**config.mk**
```make
export PLATFORM = sky130hd
export DESIGN_NAME = mii_tx_framer
export DESIGN_NICKNAME = d
export VERILOG_FILES = /design/src/rtl/mii_tx_framer.sv
export SDC_FILE = /design/constraint.sdc
export NUM_CORES = 1
export LEC_CHECK = 0
export CORE_MARGIN = 3
export CORE_UTILIZATION = 40
export CTS_BUF_LIST = sky130_fd_sc_hd__clkbuf_4 sky130_fd_sc_hd__clkbuf_8
export DETAILED_ROUTE_END_ITERATION = 7
export HOLD_SLACK_MARGIN = 0.02
export PLACE_DENSITY_LB_ADDON = 0.3
export SETUP_SLACK_MARGIN = 0.4
export SLEW_MARGIN = 30
export SYNTH_ARGS = -nofsm -noshare
export SYNTH_HDL_FRONTEND = slang
export SYNTH_SLANG_ARGS = --single-unit
export TNS_END_PERCENT = 10
```
**constraint.sdc**
```tcl
create_clock -name clk -period 3.2 [get_ports clk]
set_clock_uncertainty 0.05 [all_clocks]
set_input_delay 0.32 -clock clk [delete_from_list [all_inputs] [get_ports clk]]
set_output_delay 0.32 -clock clk [all_outputs]
set_load 0.05 [all_outputs]
```
**src/rtl/mii_tx_framer.sv**
```systemverilog
// MII transmit framer: turns a byte stream into preamble, SFD, payload,
// optional zero-pad, FCS and inter-frame gap, one nibble per phy_tx_clk.
module mii_tx_framer #(
   parameter int IFG_NIBBLES = 24,
   parameter int MIN_PAYLOAD = 60,
   parameter bit PAD_EN      = 1'b1
) (
   input  logic       clk,
   input  logic       rst,
   input  logic [7:0] in_data,
   input  logic       in_valid,
   input  logic       in_last,
   output logic       in_ready,
   output logic       phy_tx_en,
   output logic [3:0] phy_txd,
   output logic       phy_tx_err,
   output logic       busy,
   output logic       underrun
);

   localparam int              CW       = (MIN_PAYLOAD < 2) ? 1 : $clog2(MIN_PAYLOAD + 1);
   localparam logic [CW-1:0]   MIN_CNT  = CW'(MIN_PAYLOAD);
   // IFG of 0 or 1 both leave after a single cycle
   localparam logic [15:0]     IFG_LAST = (IFG_NIBBLES > 1) ? 16'(IFG_NIBBLES - 1) : 16'd0;

   typedef enum logic [3:0] {
      IDLE, PRE, SFD, DLO, DHI, PAD, FCS, UNDR, IFG
   } state_t;

   state_t        state, state_n;
   logic [15:0]   cnt, cnt_n;
   logic [CW-1:0] count, count_n;
   logic [31:0]   crc, crc_n;
   logic [7:0]    cur, cur_n;
   logic          cur_last, cur_last_n;
   logic          en_n, err_n, rdy_n, und_n;
   logic [3:0]    txd_n;

   // IEEE 802.3 reflected CRC-32, one byte LSB first
   function automatic logic [31:0] crc_byte(input logic [31:0] c, input logic [7:0] b);
      logic [31:0] r;
      r = c;
      for (int unsigned i = 0; i < 8; i++) begin
         r = (r >> 1) ^ ((r[0] ^ b[i[2:0]]) ? 32'hEDB88320 : 32'h0000_0000);
      end
      return r;
   endfunction

   // Next state plus the output values for the cycle the next state occupies
   always_comb begin
      state_n    = state;
      cnt_n      = cnt;
      count_n    = count;
      crc_n      = crc;
      cur_n      = cur;
      cur_last_n = cur_last;
      en_n       = 1'b0;
      txd_n      = 4'h0;
      err_n      = 1'b0;
      rdy_n      = 1'b0;
      und_n      = 1'b0;
      case (state)
         IDLE: begin
            if (in_valid) begin
               state_n = PRE;
               cnt_n   = '0;
               en_n    = 1'b1;
               txd_n   = 4'h5;
            end
         end
         PRE: begin
            en_n = 1'b1;
            if (cnt == 16'd14) begin
               state_n = SFD;
               txd_n   = 4'hD;
               rdy_n   = 1'b1;
               crc_n   = '1;
               count_n = '0;
            end else begin
               cnt_n = cnt + 16'd1;
               txd_n = 4'h5;
            end
         end
         SFD, DHI: begin
            en_n = 1'b1;
            if (in_ready && in_valid) begin
               state_n    = DLO;
               cur_n      = in_data;
               cur_last_n = in_last;
               crc_n      = crc_byte(crc, in_data);
               count_n    = (count == MIN_CNT) ? count : count + CW'(1);
               txd_n      = in_data[3:0];
            end else if (in_ready) begin
               state_n = UNDR;
               err_n   = 1'b1;
               und_n   = 1'b1;
            end else if (PAD_EN && count < MIN_CNT) begin
               state_n = PAD;
               cnt_n   = '0;
               crc_n   = crc_byte(crc, 8'h00);
               count_n = count + CW'(1);
            end else begin
               // FCS nibbles are taken from the bottom of the crc register as it shifts
               state_n = FCS;
               cnt_n   = '0;
               txd_n   = ~crc[3:0];
               crc_n   = crc >> 4;
            end
         end
         DLO: begin
            state_n = DHI;
            en_n    = 1'b1;
            txd_n   = cur[7:4];
            rdy_n   = ~cur_last;
         end
         PAD: begin
            en_n = 1'b1;
            if (!cnt[0]) begin
               cnt_n = 16'd1;
            end else if (count >= MIN_CNT) begin
               state_n = FCS;
               cnt_n   = '0;
               txd_n   = ~crc[3:0];
               crc_n   = crc >> 4;
            end else begin
               cnt_n   = '0;
               crc_n   = crc_byte(crc, 8'h00);
               count_n = count + CW'(1);
            end
         end
         FCS: begin
            if (cnt == 16'd7) begin
               state_n = IFG;
               cnt_n   = '0;
            end else begin
               en_n  = 1'b1;
               txd_n = ~crc[3:0];
               crc_n = crc >> 4;
               cnt_n = cnt + 16'd1;
            end
         end
         UNDR: begin
            state_n = IFG;
            cnt_n   = '0;
         end
         IFG: begin
            if (cnt == IFG_LAST) state_n = IDLE;
            else                 cnt_n   = cnt + 16'd1;
         end
         default: state_n = IDLE;
      endcase
   end

   // State, datapath and registered MII outputs
   always_ff @(posedge clk or posedge rst) begin
      if (rst) begin
         state      <= IDLE;
         cnt        <= '0;
         count      <= '0;
         crc        <= '1;
         cur        <= '0;
         cur_last   <= 1'b0;
         phy_tx_en  <= 1'b0;
         phy_txd    <= '0;
         phy_tx_err <= 1'b0;
         in_ready   <= 1'b0;
         busy       <= 1'b0;
         underrun   <= 1'b0;
      end else begin
         state      <= state_n;
         cnt        <= cnt_n;
         count      <= count_n;
         crc        <= crc_n;
         cur        <= cur_n;
         cur_last   <= cur_last_n;
         phy_tx_en  <= en_n;
         phy_txd    <= txd_n;
         phy_tx_err <= err_n;
         in_ready   <= rdy_n;
         busy       <= (state_n != IDLE);
         underrun   <= und_n;
      end
   end

endmodule
```
==> results of run 1 <==
==> cell families (layout without fill, tap and decap cells) <==
family	count (synthesis)	after routing	share of synthesized area, %
adders and majority gates	4	4	0.9175
DFF	71	71	33.30
AOI/OAI and AO/OA	156	156	19.56
xor gates and xnor gates	130	130	23.65
and+or+nand+nor	183	183	17.36
buffers and inverters	52	62	4.839
muxes	2	2	0.3670
==> routing by layer <==
metal | vias up | GRT usage [%] | wire length [µm]
li1 | 2124 | - | -
met1 | 2278 | 29.72 | 6951
met2 | 156 | 32.08 | 6862
met3 | 26 | 2.396 | 746
met4 | 0 | 6.858 | 257
met5 | - | 0 | 0
==> power by group through the flow <==
stage	logic, mW	clock network (mW)	registers [mW]
after CTS	0.219	0.782	0.899
after detailed placement	0.218	0	0.915
after global routing	0.237	0.824	0.899
after floorplan	0.158	0	0.915
final	0.218	0.770	0.899
after global placement	0.216	0	0.915
==> worst max-delay path by stage <==
| stage | from | to | slack [ns] | depth (start not counted) |
|---|---|---|---|---|
| floorplan | in_ready | crc[19] | 0.83 | 8 |
| global placement | in_valid | crc[12] | 0.53 | 7 |
| detailed placement | in_valid | crc[7] | 0.47 | 7 |
| CTS | cnt[13] | crc[10] | 0.54 | 6 |
| global route | state[1] | cnt[11] | 0.42 | 6 |
| finish | crc[1] | crc[20] | 0.68 | 6 |
==> cells in the final DEF (no fill, tap or decap), types with 5 or more instances in the layout <==
cell type,n
nor2_1,55
a21oi_1,23
clkdlybuf4s50_1,20
xnor2_1,83
buf_4,15
nand3_1,14
o21ai_0,38
nand2b_1,9
nand2_1,50
dfrtp_1,39
nor2b_1,5
clkbuf_8,10
a31oi_1,15
inv_1,9
a221oi_1,12
dfstp_2,32
xor2_1,35
a211oi_1,5
nor3_1,8
o22a_1,8
o41ai_1,5
a22oi_1,10
nand4_1,6
o31ai_1,9
==> through the flow <==
stage,setup slack [ns],instance area [µm²]
after floorplan,0.8339,5455
after global placement,0.5307,5789
after detailed placement,0.4744,5789
after CTS,0.5395,5992
after global routing,0.4233,5997
final,0.6784,5997
==> registers in the layout, summed over array words and instances, names as in the netlist <==
register	flops
phy_txd	4
phy_tx_en	1
in_ready	1
busy	1
cur	4
crc	32
state	4
underrun	1
cnt	16
cur_last	1
count	6
==> final cells by class <==
class                      count  share of cell area (%)
multi-input combinational    475                   56.48
timing repair buffer          36                   5.550
inverter                      10                  0.6259
clock inverter                 5                  0.9597
sequential                    71                   30.29
tap                          176                   3.672
clock buffer                  11                   2.420
==> critical path, delay by kind of cell (launching register included) <==
kind | cells | cell delay (ns)
flops | 1 | 0.68
compound gates | 2 | 0.25
xor+xnor | 4 | 1.47
==> timing repair <==
action / 4_1_cts / 5_1_grt
endpoints found under the setup margin: 0 / 6
resized for setup: 0 / 1
endpoints found under the hold margin: 0 / 0
==> impl_metrics.csv, run 1 <==
group,metric,value,unit
floorplanning,io_pins,21,
pwr,seq_power_share,47.6,%
pwr,finalPower,1.886,mW
sta,maxSlewViolCount,0,
critical_path,worstSetupEndpointType,"flop",
clocking,clockBufferDepth,2,
logic_synthesis,yosys-top-cells-count,"xnor2_1, nor2_1, nand2_1",
pwr,p_clk_share,40.8,%
logic_synthesis,synth.most_common_cell,"xnor2_1",
finish,area_growth,9.931,%
sta,fin_tns_setup,0,ns
critical_path,critPathArrivalTime,2.76,ns
pwr,switching_share,26.35,%
floorplanning,die_h,122.8,µm
clocking,cts_tree,"yes",
logic_synthesis,synthCells,598,
logic_synthesis,synth-edff-count,0,
detailed_routing,via_per_inst,5.847,
pwr,powerDensity,314.6,nW/µm²
sta,period_minus_slack,2.522,ns
clocking,postCtsSetupBuffers,0,
critical_path,r2r_start,"crc[1]",
pwr,p_comb_share,11.6,%
flow_run,cap_violations,0,
logic_synthesis,syn-num-nets,614,
critical_path,worstPathRequired,3.44,ns
clocking,cts.clk_slew.worst_paths,0.08,ns
finish,fin_util,45.11,%
global_routing,grt_pass1_wl,24.41,mm
global_routing,grt_antenna_before_repair,0,
logic_synthesis,ys.flop_type,"dfrtp_1",
critical_path,path_cells,"xor3_2 > xnor3_1 > xnor3_1 > xnor2_1 > a21oi_1 > a21oi_1",
critical_path,cp-start-kind,"flop",
status,status,"completed",
critical_path,crit_fanout,7,
finish,multi_input_area,3387,µm²
finish,layout-drive-gt1-share,14.80,%
critical_path,reg2reg_depth,6,
floorplanning,rows,42,
pwr,p_int,1.389,mW
finish,fin_cells,784,
global_routing,grt_max_degree,41,
sta,setup_viol,0,
finish,final_nets,619,
logic_synthesis,yosysWarnings,0,
clocking,cts-root-buf,"clkbuf_8",
floorplanning,initial_core_util,41.03,%
clocking,cts.sinks,71,
logic_synthesis,yosysTopAreaCell,"dfrtp_1",
critical_path,slowest_stage,"dfstp_2",
detailed_routing,antenna_left,0,
sta,fmax,396.6,MHz
finish,diodes,0,
finish,nFillCells,1274,
detailed_routing,drt_iter0_markers,560,
logic_synthesis,postSynthAreaPerCell,9.122,µm²
place,hpwlAfterDp,10.27,mm
clocking,cts-hold-fix-buffers,0,
critical_path,path_class,"reg2reg",
global_routing,grt_overflow_total,0,
sta,slew_headroom,38.04,%
place,dp_cells,768,
logic_synthesis,synth-seq-cells,71,
place,gp_congestion,0.8970,
logic_synthesis,ys_seq_area_share,33.30,%
pwr,leakage,2.281,nW
detailed_routing,route.vias.total,4584,
sta,tightest_slew,0.9227,ns
min_path,hp-class,"in2async",
floorplanning,die_w,122.8,µm
critical_path,max_stage_delay,0.68,ns
pwr,ir_drop,161.8,µV
detailed_routing,drc,0,
critical_path,timing.rr.end,"crc[20]",
detailed_routing,first_pass_iters,7,
sta,hold_viol,0,
pwr,switchingPower,497.1,µW
floorplanning,die_area,15070,µm²
global_routing,grtUsageTotal,20.59,%
logic_synthesis,synth_top_area_share,17.89,%
clocking,clock_latency,0.36,ns
clocking,cts.htree.levels,3,
sta,grt_setup_unrepaired,"no",
place,portBuffers,20,
sta,whs,0.3396,ns
logic_synthesis,syn-cell-area,5455,µm²
critical_path,r2r_setup_slack,0.68,ns
finish,regArea,1817,µm²
detailed_routing,wire_per_inst,18.90,µm
logic_synthesis,ys_types,64,
global_routing,grt_pass1_vias,4475,
floorplanning,core_area,13300,µm²
clocking,cts_buffers,9,
sta,period_share,78.80,%
logic_synthesis,async_reset_ff_share,100.0,%
detailed_routing,totalWireLength,14.82,mm
logic_synthesis,yosys-top-cells-area,"dfrtp_1, dfstp_2, xnor2_1",
Note: power is estimated with default switching activity, not from simulation.
==> run 2: changes to the inputs <==
==> constraint.sdc (replaced) <==
create_clock -name clk -period 2.28 [get_ports clk]
set_clock_uncertainty 0.05 [all_clocks]
set_input_delay 0.228 -clock clk [delete_from_list [all_inputs] [get_ports clk]]
set_output_delay 0.228 -clock clk [all_outputs]
set_load 0.05 [all_outputs]
==> impl_metrics.csv, run 2 (synthesis gave the netlist of run 1 again) <==
group,metric,value,unit
detailed_routing,route.vias.total,5102,
sta,slew_headroom,59.09,%
detailed_routing,first_pass_iters,5,
sta,setup_viol,3,
critical_path,worstSetupEndpointType,"flop",
global_routing,grt_max_degree,72,
pwr,leakage,2.926,nW
place,gp_congestion,0.9176,
floorplanning,die_w,122.8,µm
critical_path,cp_num_buf_inv,5,
critical_path,worstPathRequired,2.53,ns
status,status,"complete, but fails checks",
critical_path,path_cells,"inv_2 > ha_4 > and4b_1 > and4_4 > o211ai_4 > buf_6 > nor4b_4 > buf_6 > buf_4 > buf_16 > nor2_1 > a31oi_1",
clocking,cts_buffers,9,
finish,layout-drive-gt1-share,31.93,%
status,violations,"negative setup slack",
floorplanning,io_pins,21,
global_routing,grtUsageTotal,23.37,%
detailed_routing,drc,0,
critical_path,cp.depth,12,
sta,setup_ws,-0.02778,ns
sta,tightest_slew,0.6093,ns
sta,grt_setup_unrepaired,"yes",
detailed_routing,via_per_inst,5.752,
floorplanning,initial_core_util,41.03,%
place,dp_cells,845,
detailed_routing,antenna_left,0,
critical_path,slowest_stage,"dfrtp_1",
critical_path,path_class,"reg2reg",
finish,diodes,0,
finish,final_common_cell,"buf_4",
global_routing,grt_antenna_before_repair,0,
sta,maxSlewViolCount,0,
pwr,ir_drop,224.8,µV
min_path,hp-class,"in2async",
finish,top_register,"crc",
finish,largest_reg_flops,32,
floorplanning,rows,42,
critical_path,max_stage_delay,0.41,ns
sta,period_minus_slack,2.308,ns
clocking,cts_tree,"yes",
critical_path,reg2reg_depth,12,
detailed_routing,wire_per_inst,19.36,µm
floorplanning,die_area,15070,µm²
flow_run,cap_violations,0,
critical_path,cp-start-kind,"flop",
place,hpwlAfterDp,11.16,mm
critical_path,critical-path-top-delay-family,"simple AND/OR/NAND/NOR gates",
critical_path,crit_fanout,11,
finish,area_growth,32.89,%
finish,final_nets,722,
critical_path,critPathArrivalTime,2.55,ns
global_routing,grt_pass1_vias,5049,
pwr,powerDensity,374.0,nW/µm²
finish,reg.largest.list,"crc (32), cnt (16), count (6)",
global_routing,grt_overflow_total,0,
clocking,cts.clk_slew.worst_paths,0.08,ns
sta,fmax,433.3,MHz
clocking,cts.htree.levels,3,
clocking,clockBufferDepth,2,
place,portBuffers,20,
detailed_routing,drt_iter0_markers,666,
floorplanning,core_area,13300,µm²
finish,layout_common_cells,"buf_4, xnor2_1, nor2_1",
sta,hold_viol,0,
floorplanning,die_h,122.8,µm
finish,fin_cells,887,
critical_path,cp_common_cell,"buf_6",
clocking,cts.sinks,71,
global_routing,grt_pass1_wl,27.34,mm
clocking,clock_latency,0.38,ns
pwr,finalPower,2.711,mW
sta,period_share,101.2,%
detailed_routing,totalWireLength,17.17,mm
clocking,cts-root-buf,"clkbuf_8",
run 2: cell types whose count changed in the layout (fill, tap and decap cells not counted), sizes merged:
cell | before | now
buf | 16 | 118
inv | 10 | 9
clkbuf | 11 | 13
clkinvlp | 0 | 1
clkinv | 4 | 3
run 2: layout make-up:
type | instances | area, µm²
Multi-Input combinational cell | 475 | 3617
Clock inverter | 4 | 45.04
Sequential cell | 71 | 1819
Clock buffer | 12 | 152.6
Inverter | 10 | 41.29
Fill cell | 1135 | 6046
Tap cell | 176 | 220.2
Timing Repair Buffer | 139 | 1354
run 2: worst min-delay path, cell delays in order:
cell and delay, ns:
clkdlybuf4s50_1 0.44, clkinvlp_4 0.10, buf_12 0.33
run 2: through the flow:
stage | instance area, µm² | TNS (ns) | utilization (%) | setup slack, ns | hold slack [ns]
finish | 7249 | -0.03342 | 54.53 | -0.02778 | 0.2508
global placement | 6490 | -1.383 | 48.81 | -0.2740 | 0.4076
CTS | 7123 | 0 | 53.58 | 0.02856 | 0.2847
floorplan | 5543 | 0 | - | 0.1201 | 0.2834
global route | 7249 | -2.228 | 54.53 | -0.1424 | 0.3024
detailed placement | 6490 | -2.123 | 48.81 | -0.3206 | 0.4078
run 2: power breakdown:
part | switching, mW | internal [mW]
logic | 0.181 | 0.185
registers | 0 | 1.26
clock network | 0.529 | 0.555
run 2: repair_timing:
item                                    CTS  global route
resized for setup                        34            28
cloned                                    7             1
pin swaps                                14             9
endpoints found under the setup margin   59            61
hold buffers                              0             0
setup buffers                            17             1
run 2: worst paths after layout:
path	start	end	slack, ns
worst max-delay path	cnt[0]	crc[24]	-0.03
max in group asynchronous	rst	crc[13]	1.57
worst max register to register	cnt[0]	crc[24]	-0.03
worst min register to register	cur_last	cur_last	0.42
min in group clk	in_last	cur_last	0.35
worst min-delay path	rst	state[3]	0.25
run 2: routing by layer:
layer / up-vias / share of wire [%] / global-route usage (%) / wire length [µm]
met4: 0 / 2.1 / 9.237 / 359
li1: 2337 / - / - / -
met3: 27 / 7.2 / 2.765 / 1236
met1: 2504 / 43 / 32.44 / 7406
met5: - / 0 / 0 / 0
met2: 234 / 48 / 37.10 / 8168
==> run 3: changes to the inputs <==
--- a/config.mk
+++ b/config.mk
@@ -6,13 +6,14 @@
 export NUM_CORES = 1
 export LEC_CHECK = 0
 export CORE_MARGIN = 3
-export CORE_UTILIZATION = 40
+export CORE_UTILIZATION = 34
 export CTS_BUF_LIST = sky130_fd_sc_hd__clkbuf_4 sky130_fd_sc_hd__clkbuf_8
 export DETAILED_ROUTE_END_ITERATION = 7
 export HOLD_SLACK_MARGIN = 0.02
 export PLACE_DENSITY_LB_ADDON = 0.3
 export SETUP_SLACK_MARGIN = 0.4
-export SLEW_MARGIN = 30
+export SKIP_LAST_GASP = 1
+export SLEW_MARGIN = 20
 export SYNTH_ARGS = -nofsm -noshare
 export SYNTH_HDL_FRONTEND = slang
 export SYNTH_SLANG_ARGS = --single-unit
==> impl_metrics.csv, run 3 (synthesis gave the netlist of run 1 again) <==
group,metric,value,unit
status,status,"completed",
critical_path,crit_start,"cnt[5]",
detailed_routing,drc,0,
clocking,clockBufferDepth,2,
global_routing,grt_overflow_total,0,
sta,slew_headroom,59.49,%
clocking,cts-hold-fix-buffers,0,
sta,grt_setup_unrepaired,"yes",
sta,whs,0.2493,ns
critical_path,worstSetupEndpoint,"crc[8]",
place,gp_congestion,0.9096,
critical_path,reg2reg_depth,10,
place,portBuffers,20,
global_routing,grt_max_degree,72,
critical_path,critPathArrivalTime,2.51,ns
floorplanning,io_pins,21,
place,hpwlAfterDp,11.33,mm
finish,diodes,0,
finish,final_nets,721,
finish,largest_reg_flops,32,
min_path,hp-class,"in2async",
floorplanning,die_h,132.7,µm
pwr,finalPower,2.804,mW
finish,reg.largest.list,"crc (32), cnt (16), count (6)",
global_routing,grt_pass1_vias,5071,
floorplanning,die_area,17600,µm²
flow_run,cap_violations,0,
floorplanning,initial_core_util,35.36,%
detailed_routing,first_pass_iters,5,
sta,hold_viol,0,
critical_path,worstPathRequired,2.53,ns
sta,maxSlewViolCount,0,
finish,area_growth,31.77,%
pwr,powerDensity,390.1,nW/µm²
finish,layout_common_cells,"buf_4, xnor2_1, nor2_1",
sta,setup_viol,0,
critical_path,r2r_start,"cnt[5]",
detailed_routing,via_per_inst,5.427,
clocking,cts-root-buf,"clkbuf_8",
floorplanning,die_w,132.7,µm
clocking,clock_latency,0.37,ns
clocking,cts.clk_slew.worst_paths,0.09,ns
floorplanning,core_area,15430,µm²
global_routing,grtUsageTotal,18.67,%
floorplanning,rows,45,
global_routing,grt_antenna_before_repair,0,
clocking,cts.htree.levels,3,
pwr,leakage,2.893,nW
sta,period_minus_slack,2.259,ns
finish,top_register,"crc",
clocking,cts_buffers,9,
detailed_routing,wire_per_inst,17.90,µm
sta,fmax,442.6,MHz
detailed_routing,route.vias.total,4998,
critical_path,path_class,"reg2reg",
sta,fin_tns_setup,0,ns
finish,final_common_cell,"buf_4",
sta,tightest_slew,0.6033,ns
sta,period_share,99.09,%
critical_path,crit_fanout,6,
clocking,cts.sinks,71,
critical_path,cp-start-kind,"flop",
critical_path,timing.rr.end,"crc[8]",
detailed_routing,totalWireLength,16.48,mm
critical_path,r2r_setup_slack,0.02,ns
detailed_routing,antenna_left,0,
critical_path,worstSetupEndpointType,"flop",
global_routing,grt_pass1_wl,26.74,mm
pwr,ir_drop,214.7,µV
clocking,cts_tree,"yes",
detailed_routing,drt_iter0_markers,449,
finish,layout-drive-gt1-share,30.99,%
==> run 3: cell type report <==
| class | count | area [µm²] |
|---|---|---|
| Clock buffer | 10 | 137.6 |
| Fill cell | 1450 | 8239 |
| Tap cell | 211 | 264.0 |
| Timing Repair Buffer | 138 | 1269 |
| Multi-Input combinational cell | 475 | 3572 |
| Inverter | 10 | 41.29 |
| Sequential cell | 71 | 1821 |
| Clock inverter | 6 | 83.83 |
==> run 3: worst min path at each step <==
stage | from | cells after the start | to
floorplan | in_data[4] | 2 | cur[4]
global placement | cur_last | 2 | cur_last
detailed placement | cur[7] | 2 | cur[7]
CTS | rst | 3 | count[4]
global route | rst | 3 | count[2]
finish | rst | 3 | count[4]
==> run 3: layer usage <==
metal	track usage, %	vias to the layer above	share of wire, %
li1	-	2335	-
met1	25.98	2450	45
met2	29.41	174	47
met3	2.776	39	5.7
met4	7.102	0	2.5
met5	0	-	0
==> run 3: power by group <==
| group | total (mW) | leakage [nW] | switching [mW] | internal, mW |
|---|---|---|---|---|
| combinational | 0.369 | 1.95 | 0.180 | 0.189 |
| sequential | 1.26 | 0.835 | 0 | 1.26 |
| clock | 1.17 | 0.106 | 0.534 | 0.640 |
==> run 3: what timing repair did <==
item | in CTS | in global routing
gates resized for setup | 28 | 25
pin swaps | 7 | 8
setup buffers | 9 | 6
setup endpoints to repair | 60 | 62
cloned | 3 | 2
==> run 3: stage by stage <==
| step | util [%] | instances | setup slack (ns) | cell area [µm²] |
|---|---|---|---|---|
| floorplan | - | 598 | 0.1201 | 5543 |
| global placement | 42.51 | 885 | -0.3082 | 6559 |
| detailed placement | 42.51 | 885 | -0.2882 | 6559 |
| CTS | 45.73 | 913 | 0.05444 | 7056 |
| global route | 46.59 | 921 | -0.06553 | 7188 |
| finish | 46.59 | 921 | 0.02064 | 7188 |
==> run 3: critical path, cell delays in order (launching register included) <==
cell and delay, ns:
dfrtp_1 0.41, nor4_4 0.34, and4_4 0.29, o211ai_4 0.08, buf_6 0.14, nor4b_4 0.28, buf_6 0.19, buf_12 0.11
buf_16 0.12, nor2_4 0.03, a31oi_1 0.13
